`config.mk`:
```
export PLATFORM = sky130hd
export DESIGN_NAME = imem_loader_flat
export DESIGN_NICKNAME = d
export VERILOG_FILES = /design/src/rtl/imem_loader_if.sv /design/src/rtl/imem_loader.sv /design/src/flat_wrapper.sv
export SDC_FILE = /design/constraint.sdc
export NUM_CORES = 1
export LEC_CHECK = 0
export BUFFER_PORTS_ARGS = -buffer_cell sky130_fd_sc_hd__buf_2
export CORE_MARGIN = 2
export CORE_UTILIZATION = 55
export DETAILED_ROUTE_END_ITERATION = 10
export PLACE_DENSITY = 0.85
export RECOVER_POWER = 25
export SETUP_SLACK_MARGIN = 0.1
export SLEW_MARGIN = 20
export SYNTH_ARGS = -nofsm -noshare
export SYNTH_HDL_FRONTEND = slang
export SYNTH_SLANG_ARGS = --single-unit
```
`constraint.sdc`:
```
create_clock -name clk -period 4.6 [get_ports clk]
set_input_delay 0.46 -clock clk [delete_from_list [all_inputs] [get_ports clk]]
set_output_delay 0.46 -clock clk [all_outputs]
set_load 0.01 [all_outputs]
```
`src/rtl/imem_loader_if.sv`:
```
// Byte-stream input and instruction-memory write port of the boot loader.
//   in_valid/in_data/in_ready : source byte stream (transfer on valid && ready)
//   we/waddr/wdata            : single-cycle word write into instruction memory
// Modports:
//   master : environment side (byte source and memory write port)
//   slave  : loader side (consumes bytes, drives writes)
interface imem_loader_if #(
    parameter int unsigned ADDR_W = 9
);
    logic              in_valid;
    logic [7:0]        in_data;
    logic              in_ready;
    logic              we;
    logic [ADDR_W-1:0] waddr;
    logic [31:0]       wdata;

    modport master (
        output in_valid, in_data,
        input  in_ready, we, waddr, wdata
    );

    modport slave (
        input  in_valid, in_data,
        output in_ready, we, waddr, wdata
    );
endinterface

```
`src/rtl/imem_loader.sv`:
```
// Boot-time instruction memory writer. Receives a length-prefixed byte frame
// (LEN[7:0], LEN[15:8], LEN*4 little-endian payload bytes), assembles 32-bit
// words and writes each through a one-cycle strobe while holding the core in
// reset.
// Optional feature macro: IMEM_LOADER_CHECKSUM_EN -- appends one checksum byte
// to the frame; the frame is good when (payload byte sum + checksum) mod 256 == 0.
// Ports:
//   clk, rst_n : clock, asynchronous active-low reset
//   start      : one-cycle pulse starting a load (ignored while busy)
//   bus        : byte stream in + instruction memory write port (slave modport)
//   busy       : load in progress
//   core_hold  : core reset request, same as busy
//   done, err  : level status of the last load
module imem_loader #(
    parameter int unsigned DEPTH  = 512,
    parameter int unsigned ADDR_W = 9
) (
    input  logic          clk,
    input  logic          rst_n,
    input  logic          start,
    imem_loader_if.slave  bus,
    output logic          busy,
    output logic          core_hold,
    output logic          done,
    output logic          err
);
    localparam int unsigned CNT_W = 16;
    localparam int unsigned BUF_W = 24;

    typedef enum logic [2:0] {
        S_IDLE,
        S_LEN0,
        S_LEN1,
        S_DATA,
        S_CSUM,
        S_DONE,
        S_ERR
    } state_t;

`ifdef IMEM_LOADER_CHECKSUM_EN
    localparam state_t S_END = S_CSUM;
`else
    localparam state_t S_END = S_DONE;
`endif

    state_t            state, state_n;
    logic [7:0]        len_lo, len_lo_n;
    logic [CNT_W-1:0]  len, len_n;
    logic [CNT_W-1:0]  wcnt, wcnt_n;
    logic [1:0]        bidx, bidx_n;
    logic [BUF_W-1:0]  shbuf, shbuf_n;
    logic              we_q, we_n;
    logic [ADDR_W-1:0] waddr_q, waddr_n;
    logic [31:0]       wdata_q, wdata_n;
    logic              in_ready_q, in_ready_n;
    logic              busy_q, busy_n;
    logic              done_q, done_n;
    logic              err_q, err_n;
    logic              xfer;
    logic [CNT_W-1:0]  len_rx;
    logic [CNT_W-1:0]  wcnt_inc;
`ifdef IMEM_LOADER_CHECKSUM_EN
    logic [7:0]        sum, sum_n;
`endif

    // State and datapath registers
    always_ff @(posedge clk or negedge rst_n) begin
        if (!rst_n) begin
            state      <= S_IDLE;
            len_lo     <= '0;
            len        <= '0;
            wcnt       <= '0;
            bidx       <= '0;
            shbuf      <= '0;
            we_q       <= 1'b0;
            waddr_q    <= '0;
            wdata_q    <= '0;
            in_ready_q <= 1'b0;
            busy_q     <= 1'b0;
            done_q     <= 1'b0;
            err_q      <= 1'b0;
`ifdef IMEM_LOADER_CHECKSUM_EN
            sum        <= '0;
`endif
        end else begin
            state      <= state_n;
            len_lo     <= len_lo_n;
            len        <= len_n;
            wcnt       <= wcnt_n;
            bidx       <= bidx_n;
            shbuf      <= shbuf_n;
            we_q       <= we_n;
            waddr_q    <= waddr_n;
            wdata_q    <= wdata_n;
            in_ready_q <= in_ready_n;
            busy_q     <= busy_n;
            done_q     <= done_n;
            err_q      <= err_n;
`ifdef IMEM_LOADER_CHECKSUM_EN
            sum        <= sum_n;
`endif
        end
    end

    // Next-state, datapath and registered-output decode
    always_comb begin
        state_n  = state;
        len_lo_n = len_lo;
        len_n    = len;
        wcnt_n   = wcnt;
        bidx_n   = bidx;
        shbuf_n  = shbuf;
        we_n     = 1'b0;
        waddr_n  = waddr_q;
        wdata_n  = wdata_q;
`ifdef IMEM_LOADER_CHECKSUM_EN
        sum_n    = sum;
`endif
        xfer     = bus.in_valid && in_ready_q;
        len_rx   = {bus.in_data, len_lo};
        wcnt_inc = CNT_W'(wcnt + 1'b1);

        case (state)
            S_IDLE, S_DONE, S_ERR: begin
                if (start) begin
                    state_n = S_LEN0;
                    wcnt_n  = '0;
                    bidx_n  = '0;
`ifdef IMEM_LOADER_CHECKSUM_EN
                    sum_n   = '0;
`endif
                end
            end
            S_LEN0: begin
                if (xfer) begin
                    len_lo_n = bus.in_data;
                    state_n  = S_LEN1;
                end
            end
            S_LEN1: begin
                if (xfer) begin
                    len_n = len_rx;
                    if (len_rx > CNT_W'(DEPTH)) begin
                        state_n = S_ERR;
                    end else if (len_rx == '0) begin
                        state_n = S_END;
                    end else begin
                        state_n = S_DATA;
                    end
                end
            end
            S_DATA: begin
                if (xfer) begin
                    // Bytes enter at the top so byte 0 ends up in bits [7:0]
                    shbuf_n = {bus.in_data, shbuf[BUF_W-1:8]};
                    bidx_n  = 2'(bidx + 1'b1);
`ifdef IMEM_LOADER_CHECKSUM_EN
                    sum_n   = 8'(sum + bus.in_data);
`endif
                    if (bidx == 2'd3) begin
                        we_n    = 1'b1;
                        waddr_n = wcnt[ADDR_W-1:0];
                        wdata_n = {bus.in_data, shbuf};
                        wcnt_n  = wcnt_inc;
                        if (wcnt_inc == len) begin
                            state_n = S_END;
                        end
                    end
                end
            end
            S_CSUM: begin
`ifdef IMEM_LOADER_CHECKSUM_EN
                if (xfer) begin
                    state_n = (8'(sum + bus.in_data) == 8'd0) ? S_DONE : S_ERR;
                end
`else
                state_n = S_IDLE;
`endif
            end
            default: state_n = S_IDLE;
        endcase

        // Status outputs are registered copies of the state being entered
        in_ready_n = (state_n == S_LEN0) || (state_n == S_LEN1) ||
                     (state_n == S_DATA) || (state_n == S_CSUM);
        busy_n     = in_ready_n;
        done_n     = (state_n == S_DONE);
        err_n      = (state_n == S_ERR);
    end

    assign bus.in_ready = in_ready_q;
    assign bus.we       = we_q;
    assign bus.waddr    = waddr_q;
    assign bus.wdata    = wdata_q;
    assign busy         = busy_q;
    assign core_hold    = busy_q;
    assign done         = done_q;
    assign err          = err_q;

endmodule

```
`src/flat_wrapper.sv`:
```
// flat-port wrapper written by rule: the top's interface ports become plain ports
module imem_loader_flat 
#(
    parameter int unsigned DEPTH  = 512,
    parameter int unsigned ADDR_W = 9
)
  (clk, rst_n, start, busy, core_hold, done, err, bus_in_valid, bus_in_data, bus_in_ready, bus_we, bus_waddr, bus_wdata);
  imem_loader_if #(.ADDR_W(ADDR_W)) bus_i ();
  input  logic clk;
  input  logic rst_n;
  input  logic start;
  output logic busy;
  output logic core_hold;
  output logic done;
  output logic err;
  input wire logic [$bits(bus_i.in_valid)-1:0] bus_in_valid;
  input wire logic [$bits(bus_i.in_data)-1:0] bus_in_data;
  output wire logic [$bits(bus_i.in_ready)-1:0] bus_in_ready;
  output wire logic [$bits(bus_i.we)-1:0] bus_we;
  output wire logic [$bits(bus_i.waddr)-1:0] bus_waddr;
  output wire logic [$bits(bus_i.wdata)-1:0] bus_wdata;
  assign bus_i.in_valid = bus_in_valid;
  assign bus_i.in_data = bus_in_data;
  assign bus_in_ready = bus_i.in_ready;
  assign bus_we = bus_i.we;
  assign bus_waddr = bus_i.waddr;
  assign bus_wdata = bus_i.wdata;
  imem_loader #(.DEPTH(DEPTH), .ADDR_W(ADDR_W)) u_core (.clk(clk), .rst_n(rst_n), .start(start), .bus(bus_i), .busy(busy), .core_hold(core_hold), .done(done), .err(err));
endmodule
```
==> results of run 1 <==
[power by group]
group,switching [W],internal [W]
registers,0.000255,0.00130
clock network,0.000480,0.000917
logic,0.000528,0.000415
[metrics by stage]
stage / setup slack [ns] / power (W)
after CTS: 1.75 / 0.00390
after floorplan: 1.80 / 0.00219
after global routing: 1.52 / 0.00410
after global placement: 1.70 / 0.00241
after detailed placement: 1.67 / 0.00247
final: 1.66 / 0.00390
[sequential cells by signal (all words and copies together) (netlist names), 2 cells and up]
| signal | cells |
|---|---|
| u_core.len_lo | 8 |
| u_core.bidx | 2 |
| u_core.state | 3 |
| u_core.wcnt | 16 |
| u_core.bus.waddr | 9 |
| u_core.len | 16 |
| u_core.bus.wdata | 32 |
| u_core.shbuf | 24 |
[cell usage in the layout (no fill, tap or decap), types with 6 or more instances in the layout]
cell	count
xor2_1	12
xnor2_1	13
nand3_1	8
nand2_1	211
clkbuf_16	16
mux2_2	24
a21oi_1	9
buf_2	57
nor3_1	6
nand4_1	6
o21ai_0	26
dfrtp_1	114
nor2_1	19
[worst reg2reg max path: stages, from the launching register on]
cell     delay, ns
dfrtp_1       0.48
ha_1          0.31
nand3_1       0.22
nor4_1        0.85
xnor2_1       0.22
nor4b_1       0.29
nand4_1       0.22
o21ai_0       0.25
[metal layers]
layer | share of wire | track usage | vias up
li1 | - | - | 1959
met1 | 0.43 | 0.339 | 2043
met2 | 0.50 | 0.420 | 160
met3 | 0.055 | 0.0518 | 28
met4 | 0.023 | 0.102 | 0
met5 | 0 | 0 | -
[final timing paths]
path	start	end	slack, ns
setup / recovery	u_core.wcnt[0]$_DFFE_PN0P_	u_core.state[2]$_DFF_PN0_	1.66
hold / removal	bus_in_data[6]	u_core.shbuf[22]$_DFFE_PN0P_	0.21
setup reg to reg	u_core.wcnt[0]$_DFFE_PN0P_	u_core.state[2]$_DFF_PN0_	1.66
hold reg to reg	u_core.bus.wdata[19]$_DFFE_PN0P_	u_core.bus.wdata[19]$_DFFE_PN0P_	0.47
max in group asynchronous	rst_n	u_core.shbuf[11]$_DFFE_PN0P_	2.71
min in group asynchronous	rst_n	u_core.len[15]$_DFFE_PN0P_	0.56
[cell type report]
type                       instances  area [sq um]
clock buffer                      19           442
inverter                           6          22.5
fill                             698          3040
clock inverter                    13           196
timing repair buffer              61           313
multi-input combinational        401          2190
tap                              111           139
sequential                       114          2850
[kinds of logic after synthesis]
logic type / Yosys count / synth area share
AOI/OAI and AO/OA: 68 / 0.0858
xor gates and xnor gates: 25 / 0.0421
adders and majority gates: 2 / 0.00481
buffers and inverters: 39 / 0.0322
DFF: 114 / 0.548
muxes: 25 / 0.0538
and+or+nand+nor: 281 / 0.233
[synthesized netlist by cell type (3+ instances only)]
| cell type | instances | area [sq um] |
|---|---|---|
| nand3_1 | 8 | 40.0 |
| xnor2_1 | 13 | 114 |
| nor3_1 | 6 | 30.0 |
| and3_1 | 3 | 18.8 |
| nand3b_1 | 5 | 37.5 |
| clkbuf_1 | 24 | 90.1 |
| and4_1 | 3 | 26.3 |
| buf_4 | 3 | 22.5 |
| o211ai_1 | 3 | 22.5 |
| nand4_1 | 6 | 37.5 |
| o31ai_1 | 4 | 30.0 |
| inv_1 | 5 | 18.8 |
| xor2_1 | 12 | 105 |
| buf_1 | 3 | 11.3 |
| nand2_1 | 212 | 796 |
| o41ai_1 | 3 | 26.3 |
| or4_1 | 3 | 22.5 |
| dfrtp_1 | 114 | 2850 |
| nor2_1 | 19 | 71.3 |
| or4_4 | 3 | 33.8 |
| a21oi_1 | 9 | 45.0 |
| mux2_2 | 24 | 270 |
| o21ai_0 | 26 | 130 |
==> results.yml, run 1 <==
outcome:
  status: "finished, violations left"
  violations: "max-capacitance violations, max-slew violations"
worst_setup_path:
  crit_family: "simple AND/OR/NAND/NOR gates"
  crit_buf_inv: 0
  required_ns: 5.02
  crit_type: "flop to flop"
  cp.arrival_ns: 3.35
  crit_path_end_kind: "flop"
  crit_path_max_incr_delay_ns: 0.85
  critPathLaunchType: "flop"
  path_depth: 7
  cp_slowest_cell: "nor4_1"
  cp_cell_sequence: "ha_1 > nand3_1 > nor4_1 > xnor2_1 > nor4b_1 > nand4_1 > o21ai_0"
  reg2regPathDepth: 7
  cp_max_fo: 8
routing:
  drtPass1Iterations: 4
  drc: 0
  wl_per_cell_microns: 17.0
  via_per_inst: 5.78
  drt.antenna.violating_nets: 0
  drt_iter0_drc: 330
  via_count: 4190
  wl_microns: 12300
clocking:
  clkTransAtPathRegs_ns: 0.06
  cts_tree: "done"
  h-tree-depth: 4
  cts_setup_buffers: 0
  cts_num_sinks: 114
  clk_latency_ns: 0.51
  cts_root_buf: "clkbuf_8"
  cts_buffer_depth: 2
  cts_buffers: 17
  cts_resized: 0
  cts_hold_repair.buffers: 0
sta:
  min_period_ns: 2.94
  finClkSkew_ns: 0.00594
  maxSlewHeadroom: -0.422
  grt_setup_unrepaired: "no"
  whs_ns: 0.212
  fin_tns_setup_ns: 0
  final_max_slew_viol_count: 90
  finalHoldViolCount: 0
  tightest_slew_ns: 2.13
  setup_viol: 0
  max_freq_mhz: 341
  min_period_over_period: 0.638
place:
  gp_congestion: 0.894
  portBuffers: 58
  hpwl_microns: 7650
  dp.cells: 693
  place_area_sq_mm: 0.00552
finish:
  final_area_sq_mm: 0.00616
  area_growth_pct: 18.3
  diodes: 0
  drive_gt1_frac: 0.207
  utilization: 0.669
  fin_cells: 725
  num-nets-final: 615
yosys:
  synthFlopType: "dfrtp_1"
  ys_ff_latch: 114
  async_flop_share: 1.00
  yosysUniqueCellTypes: 56
  yosysWarnings: 0
  synth_area_sq_mm: 0.00520
  synthCells: 554
  synth_fp_nets: 568
  ys_seq_area_frac: 0.548
  syn_area_per_cell_sq_um: 9.40
  synth_enable_flop_cells: 0
floorplan:
  num_rows: 35
  coreArea_sq_mm: 0.00920
  die_h_microns: 101
  die_area_sq_mm: 0.0103
  die_width_microns: 101
  initial_utilization: 0.566
  ios: 59
global_route:
  grt_pass1_vias: 4083
  globalRoute.totalOverflow: 0
  grt_max_degree: 90
  grtUsageTotal: 0.256
  antenna_found_initial: 0
  grt_pass1_wl_microns: 20300
pwr:
  ir_drop_uv: 464
  p_per_area_mw_per_mm2: 633
  p_leak_nw: 3.14
run:
  cap_viol_max_count: 1
min_path:
  hold_depth: 3
  hold_class: "input port to flop"
Note: power is estimated with default switching activity, not from simulation.
==> inputs of run 2 (changes only) <==
--- a/config.mk
+++ b/config.mk
@@ -7,7 +7,7 @@
 export LEC_CHECK = 0
 export BUFFER_PORTS_ARGS = -buffer_cell sky130_fd_sc_hd__buf_2
 export CORE_MARGIN = 2
-export CORE_UTILIZATION = 55
+export CORE_UTILIZATION = 53
 export DETAILED_ROUTE_END_ITERATION = 10
 export PLACE_DENSITY = 0.85
 export RECOVER_POWER = 25
==> constraint.sdc (replaced) <==
create_clock -name clk -period 2.4 [get_ports clk]
set_input_delay 0.24 -clock clk [delete_from_list [all_inputs] [get_ports clk]]
set_output_delay 0.24 -clock clk [all_outputs]
set_load 0.01 [all_outputs]
==> results.yml, run 2 (synthesis results as in run 1) <==
worst_setup_path:
  crit_buf_inv: 0
  required_ns: 2.84
  cp_slowest_cell: "or4_4"
  cp_cell_sequence: "or4_4 > or4_4 > or4_4 > and4_4 > or4_4 > o21ai_2"
  path_depth: 6
  reg2regPathDepth: 6
  crit_type: "flop to flop"
  crit_path_max_incr_delay_ns: 0.54
  cp_max_fo: 5
  crit_path_end_kind: "flop"
  crit_family: "simple AND/OR/NAND/NOR gates"
  path_common_cell: "or4_4"
  cp.arrival_ns: 2.98
  critPathLaunchType: "flop"
sta:
  setup_viol: 3
  tightest_slew_ns: 1.20
  max_freq_mhz: 395
  grt_setup_unrepaired: "yes"
  maxSlewHeadroom: 0.197
  finalHoldViolCount: 0
  min_period_over_period: 1.06
  finClkSkew_ns: 0.00443
  final_max_slew_viol_count: 0
  min_period_ns: 2.53
  fin_ws_ns: -0.135
clocking:
  cts_num_sinks: 114
  cts_root_buf: "clkbuf_8"
  h-tree-depth: 4
  clkTransAtPathRegs_ns: 0.06
  cts_buffer_depth: 2
  cts_buffers: 17
  clk_latency_ns: 0.51
  cts_tree: "done"
routing:
  via_count: 4457
  drc: 0
  drtPass1Iterations: 5
  drt_iter0_drc: 375
  wl_per_cell_microns: 17.6
  via_per_inst: 5.74
  wl_microns: 13700
  drt.antenna.violating_nets: 0
global_route:
  globalRoute.totalOverflow: 0
  grt_pass1_vias: 4254
  grtUsageTotal: 0.269
  grt_max_degree: 49
  antenna_found_initial: 0
  grt_pass1_wl_microns: 21500
finish:
  diodes: 0
  final_common_cell: "nand2_1"
  regArea_sq_mm: 0.00285
  utilization: 0.664
  final_area_sq_mm: 0.00640
  fin_cells: 777
  drive_gt1_frac: 0.250
  nFillCells: 710
  num-nets-final: 645
  multi_input_area_sq_mm: 0.00222
  largest_reg_flops: 32
  area_growth_pct: 23.0
  most-common-layout-cells: "nand2_1, dfrtp_1, buf_2"
floorplan:
  ios: 59
  die_width_microns: 103
  coreArea_sq_mm: 0.00964
  initial_utilization: 0.540
  num_rows: 36
  die_area_sq_mm: 0.0106
  die_h_microns: 103
place:
  place_area_sq_mm: 0.00576
  hpwl_microns: 8380
  portBuffers: 58
  gp_congestion: 0.920
  dp.cells: 740
pwr:
  ir_drop_uv: 810
  p_total_w: 0.00759
  p_leak_nw: 3.27
  p_per_area_mw_per_mm2: 1190
run:
  cap_viol_max_count: 0
outcome:
  status: "finished, violations left"
  violations: "negative setup slack"
min_path:
  hold_depth: 3
  hold_class: "input port to flop"
[run 2: cell types whose count changed in the layout (fill, tap and decap cells not counted), moves of 2 or more]
cell	delta
buf_4	+27
bufinv_16	-2
inv_6	+3
clkbuf_8	-2
[run 2: final timing paths]
path                                                    endpoint  slack (ns)                            start
min in group asynchronous            u_core.shbuf[3]$_DFFE_PN0P_        0.51                            rst_n
worst max register to register             u_core.done$_DFF_PN0_       -0.13     u_core.len_lo[7]$_DFFE_PN0P_
worst min-delay path            u_core.bus.wdata[31]$_DFFE_PN0P_        0.05                   bus_in_data[7]
worst min register to register   u_core.bus.wdata[2]$_DFFE_PN0P_        0.47  u_core.bus.wdata[2]$_DFFE_PN0P_
max in group asynchronous                u_core.bus.we$_DFF_PN0_        0.55                            rst_n
worst max-delay path                       u_core.done$_DFF_PN0_       -0.13     u_core.len_lo[7]$_DFFE_PN0P_
[run 2: through the flow]
| stage | TNS [ns] | hold WS, ns | worst slack [ns] |
|---|---|---|---|
| after floorplan | -0.787 | -0.0556 | -0.377 |
| after global placement | -0.754 | 0.278 | -0.314 |
| after detailed placement | -1.01 | 0.294 | -0.392 |
| after CTS | -0.225 | 0.00666 | -0.113 |
| after global routing | -0.466 | 0.0389 | -0.167 |
| final | -0.265 | 0.0460 | -0.135 |
[run 2: layout make-up]
type | count | area share
tap | 133 | 0.0260
timing repair buffer | 91 | 0.0864
multi-input combinational | 401 | 0.347
sequential | 114 | 0.446
clock buffer | 17 | 0.0647
clock inverter | 15 | 0.0266
inverter | 6 | 0.00352
[run 2: layer usage]
layer | GRT usage | wire length [microns] | vias up
li1 | - | - | 2014
met1 | 0.354 | 5350 | 2175
met2 | 0.425 | 6790 | 222
met3 | 0.0637 | 1010 | 46
met4 | 0.121 | 541 | 0
met5 | 0 | 0 | -
[run 2: timing repair]
item | CTS | global route
pin swaps | 5 | 2
hold buffers | 1 | 0
hold endpoints to repair | 46 | 0
endpoints found under the setup margin | 4 | 4
gates resized for setup | 5 | 3
setup buffers | 2 | 2
[run 2: power by group]
group | switching [W] | internal, W
sequential | 0.000488 | 0.00250
combinational | 0.00114 | 0.000956
clock | 0.00100 | 0.00151
total | 0.00263 | 0.00496
[run 2: worst register-to-register path, cell delays in order, from the launching register on]
cell and delay, ns:
dfrtp_1 0.40, or4_4 0.54, or4_4 0.44, or4_4 0.42, and4_4 0.18, or4_4 0.41, o21ai_2 0.07
==> inputs of run 3 (changes only) <==
--- a/config.mk
+++ b/config.mk
@@ -6,7 +6,6 @@
 export NUM_CORES = 1
 export LEC_CHECK = 0
 export BUFFER_PORTS_ARGS = -buffer_cell sky130_fd_sc_hd__buf_2
-export CORE_MARGIN = 2
 export CORE_UTILIZATION = 53
 export DETAILED_ROUTE_END_ITERATION = 10
 export PLACE_DENSITY = 0.85
==> results.yml, run 3 (synthesis results as in run 1) <==
outcome:
  violations: "negative setup slack"
  status: "finished, violations left"
global_route:
  globalRoute.totalOverflow: 0
  antenna_found_initial: 0
  grt_max_degree: 51
  use_met3: 0.0492
  grt_use_met1: 0.351
  grt_use_met2: 0.429
  grt_pass1_wl_microns: 20600
  grt_pass1_vias: 4156
  top_usage_layer: "met2"
  grtUsageTotal: 0.269
run:
  cap_viol_max_count: 0
finish:
  diodes: 0
  drive_gt1_frac: 0.247
  final_common_cell: "nand2_1"
  final_area_sq_mm: 0.00637
  area_growth_pct: 22.4
  largest_reg_flops: 32
  num-nets-final: 644
  most-common-layout-cells: "nand2_1, dfrtp_1, buf_2"
routing:
  via_per_inst: 5.69
  drt_iter0_drc: 322
  drtPass1Iterations: 5
  wl_per_cell_microns: 16.7
  wl_microns: 12900
  drt.antenna.violating_nets: 0
  via_count: 4389
  drc: 0
sta:
  min_period_over_period: 1.04
  min_period_ns: 2.50
  final_max_slew_viol_count: 0
  finalHoldViolCount: 0
  tightest_slew_ns: 1.20
  grt_setup_unrepaired: "yes"
  finClkSkew_ns: 0.00826
  fin_tns_setup_ns: -0.172
  fin_ws_ns: -0.104
  max_freq_mhz: 399
  setup_viol: 2
  maxSlewHeadroom: 0.203
floorplan:
  ios: 59
  die_width_microns: 101
  num_rows: 35
  coreArea_sq_mm: 0.00937
  die_h_microns: 101
  die_area_sq_mm: 0.0102
  initial_utilization: 0.555
worst_setup_path:
  cp_max_fo: 5
  crit_type: "flop to flop"
  cp_slowest_cell: "or4_4"
  required_ns: 2.84
  crit_path_end_kind: "flop"
  cp_cell_sequence: "or4_4 > or4_4 > or4_4 > and4_4 > or4_4 > o21ai_2"
  path_common_cell: "or4_4"
  cp.arrival_ns: 2.95
  critPathLaunchType: "flop"
  crit_path_max_incr_delay_ns: 0.54
clocking:
  cts_num_sinks: 114
  clkTransAtPathRegs_ns: 0.06
  clk_latency_ns: 0.51
  h-tree-depth: 4
  cts_buffers: 17
  cts_root_buf: "clkbuf_8"
  cts_tree: "done"
  cts_buffer_depth: 2
pwr:
  p_per_area_mw_per_mm2: 1160
  p_leak_nw: 3.25
  ir_drop_uv: 674
place:
  hpwl_microns: 8030
  portBuffers: 58
  gp_congestion: 0.910
  place_area_sq_mm: 0.00576
min_path:
  hold_class: "input port to flop"
-- run 3: worst max-delay path: cells and delay by family, from the launching register on --
kind / cells / cell delay [ns]
compound gates: 1 / 0.07
flops: 1 / 0.38
simple gates: 5 / 1.98
-- run 3: power by group --
group          internal, W  switching (W)
clock network      0.00141       0.000944
registers          0.00250       0.000481
logic             0.000940        0.00111
total              0.00485        0.00254
-- run 3: stage by stage --
step | total power (W) | setup slack, ns | hold slack (ns) | utilization | cells
finish | 0.00739 | -0.104 | 0.0233 | 0.680 | 772
global route | 0.00772 | -0.141 | 0.0253 | 0.680 | 772
CTS | 0.00734 | -0.0986 | 0.0105 | 0.679 | 773
detailed placement | 0.00486 | -0.372 | 0.310 | 0.615 | 737
global placement | 0.00475 | -0.350 | 0.294 | 0.615 | 737
floorplan | 0.00419 | -0.377 | -0.0556 | - | 554
-- run 3: final cells by class --
| type | count | area (sq um) |
|---|---|---|
| flip-flops and latches | 114 | 2850 |
| fillers | 696 | 3000 |
| clock buffers | 19 | 432 |
| inverters | 6 | 22.5 |
| repair buffers | 90 | 549 |
| clock inverters | 13 | 125 |
| multi-input cells | 401 | 2230 |
| well taps | 129 | 161 |
-- run 3: final timing paths --
check / slack (ns) / end / cells after the start / from
setup / recovery: -0.10 / u_core.done$_DFF_PN0_ / 6 / u_core.len_lo[5]$_DFFE_PN0P_
hold / removal: 0.02 / u_core.shbuf[23]$_DFFE_PN0P_ / 3 / bus_in_data[7]
setup reg to reg: -0.10 / u_core.done$_DFF_PN0_ / 6 / u_core.len_lo[5]$_DFFE_PN0P_
hold reg to reg: 0.47 / u_core.bus.wdata[2]$_DFFE_PN0P_ / 2 / u_core.bus.wdata[2]$_DFFE_PN0P_
max in group asynchronous: 0.39 / u_core.shbuf[3]$_DFFE_PN0P_ / 3 / rst_n
min in group asynchronous: 0.51 / u_core.err$_DFF_PN0_ / 2 / rst_n
-- run 3: per-layer routing --
layer,vias up,routed length [microns]
li1,2022,-
met1,2135,5420
met2,196,6400
met3,36,725
met4,0,369
met5,-,0
-- run 3: timing repair --
action,4_1_cts,5_1_grt
endpoints found under the setup margin,3,4
pin swaps,7,1
hold endpoints to repair,50,0
gates cloned,0,0
resized for setup,2,8
hold buffers,2,0
setup buffers,2,0
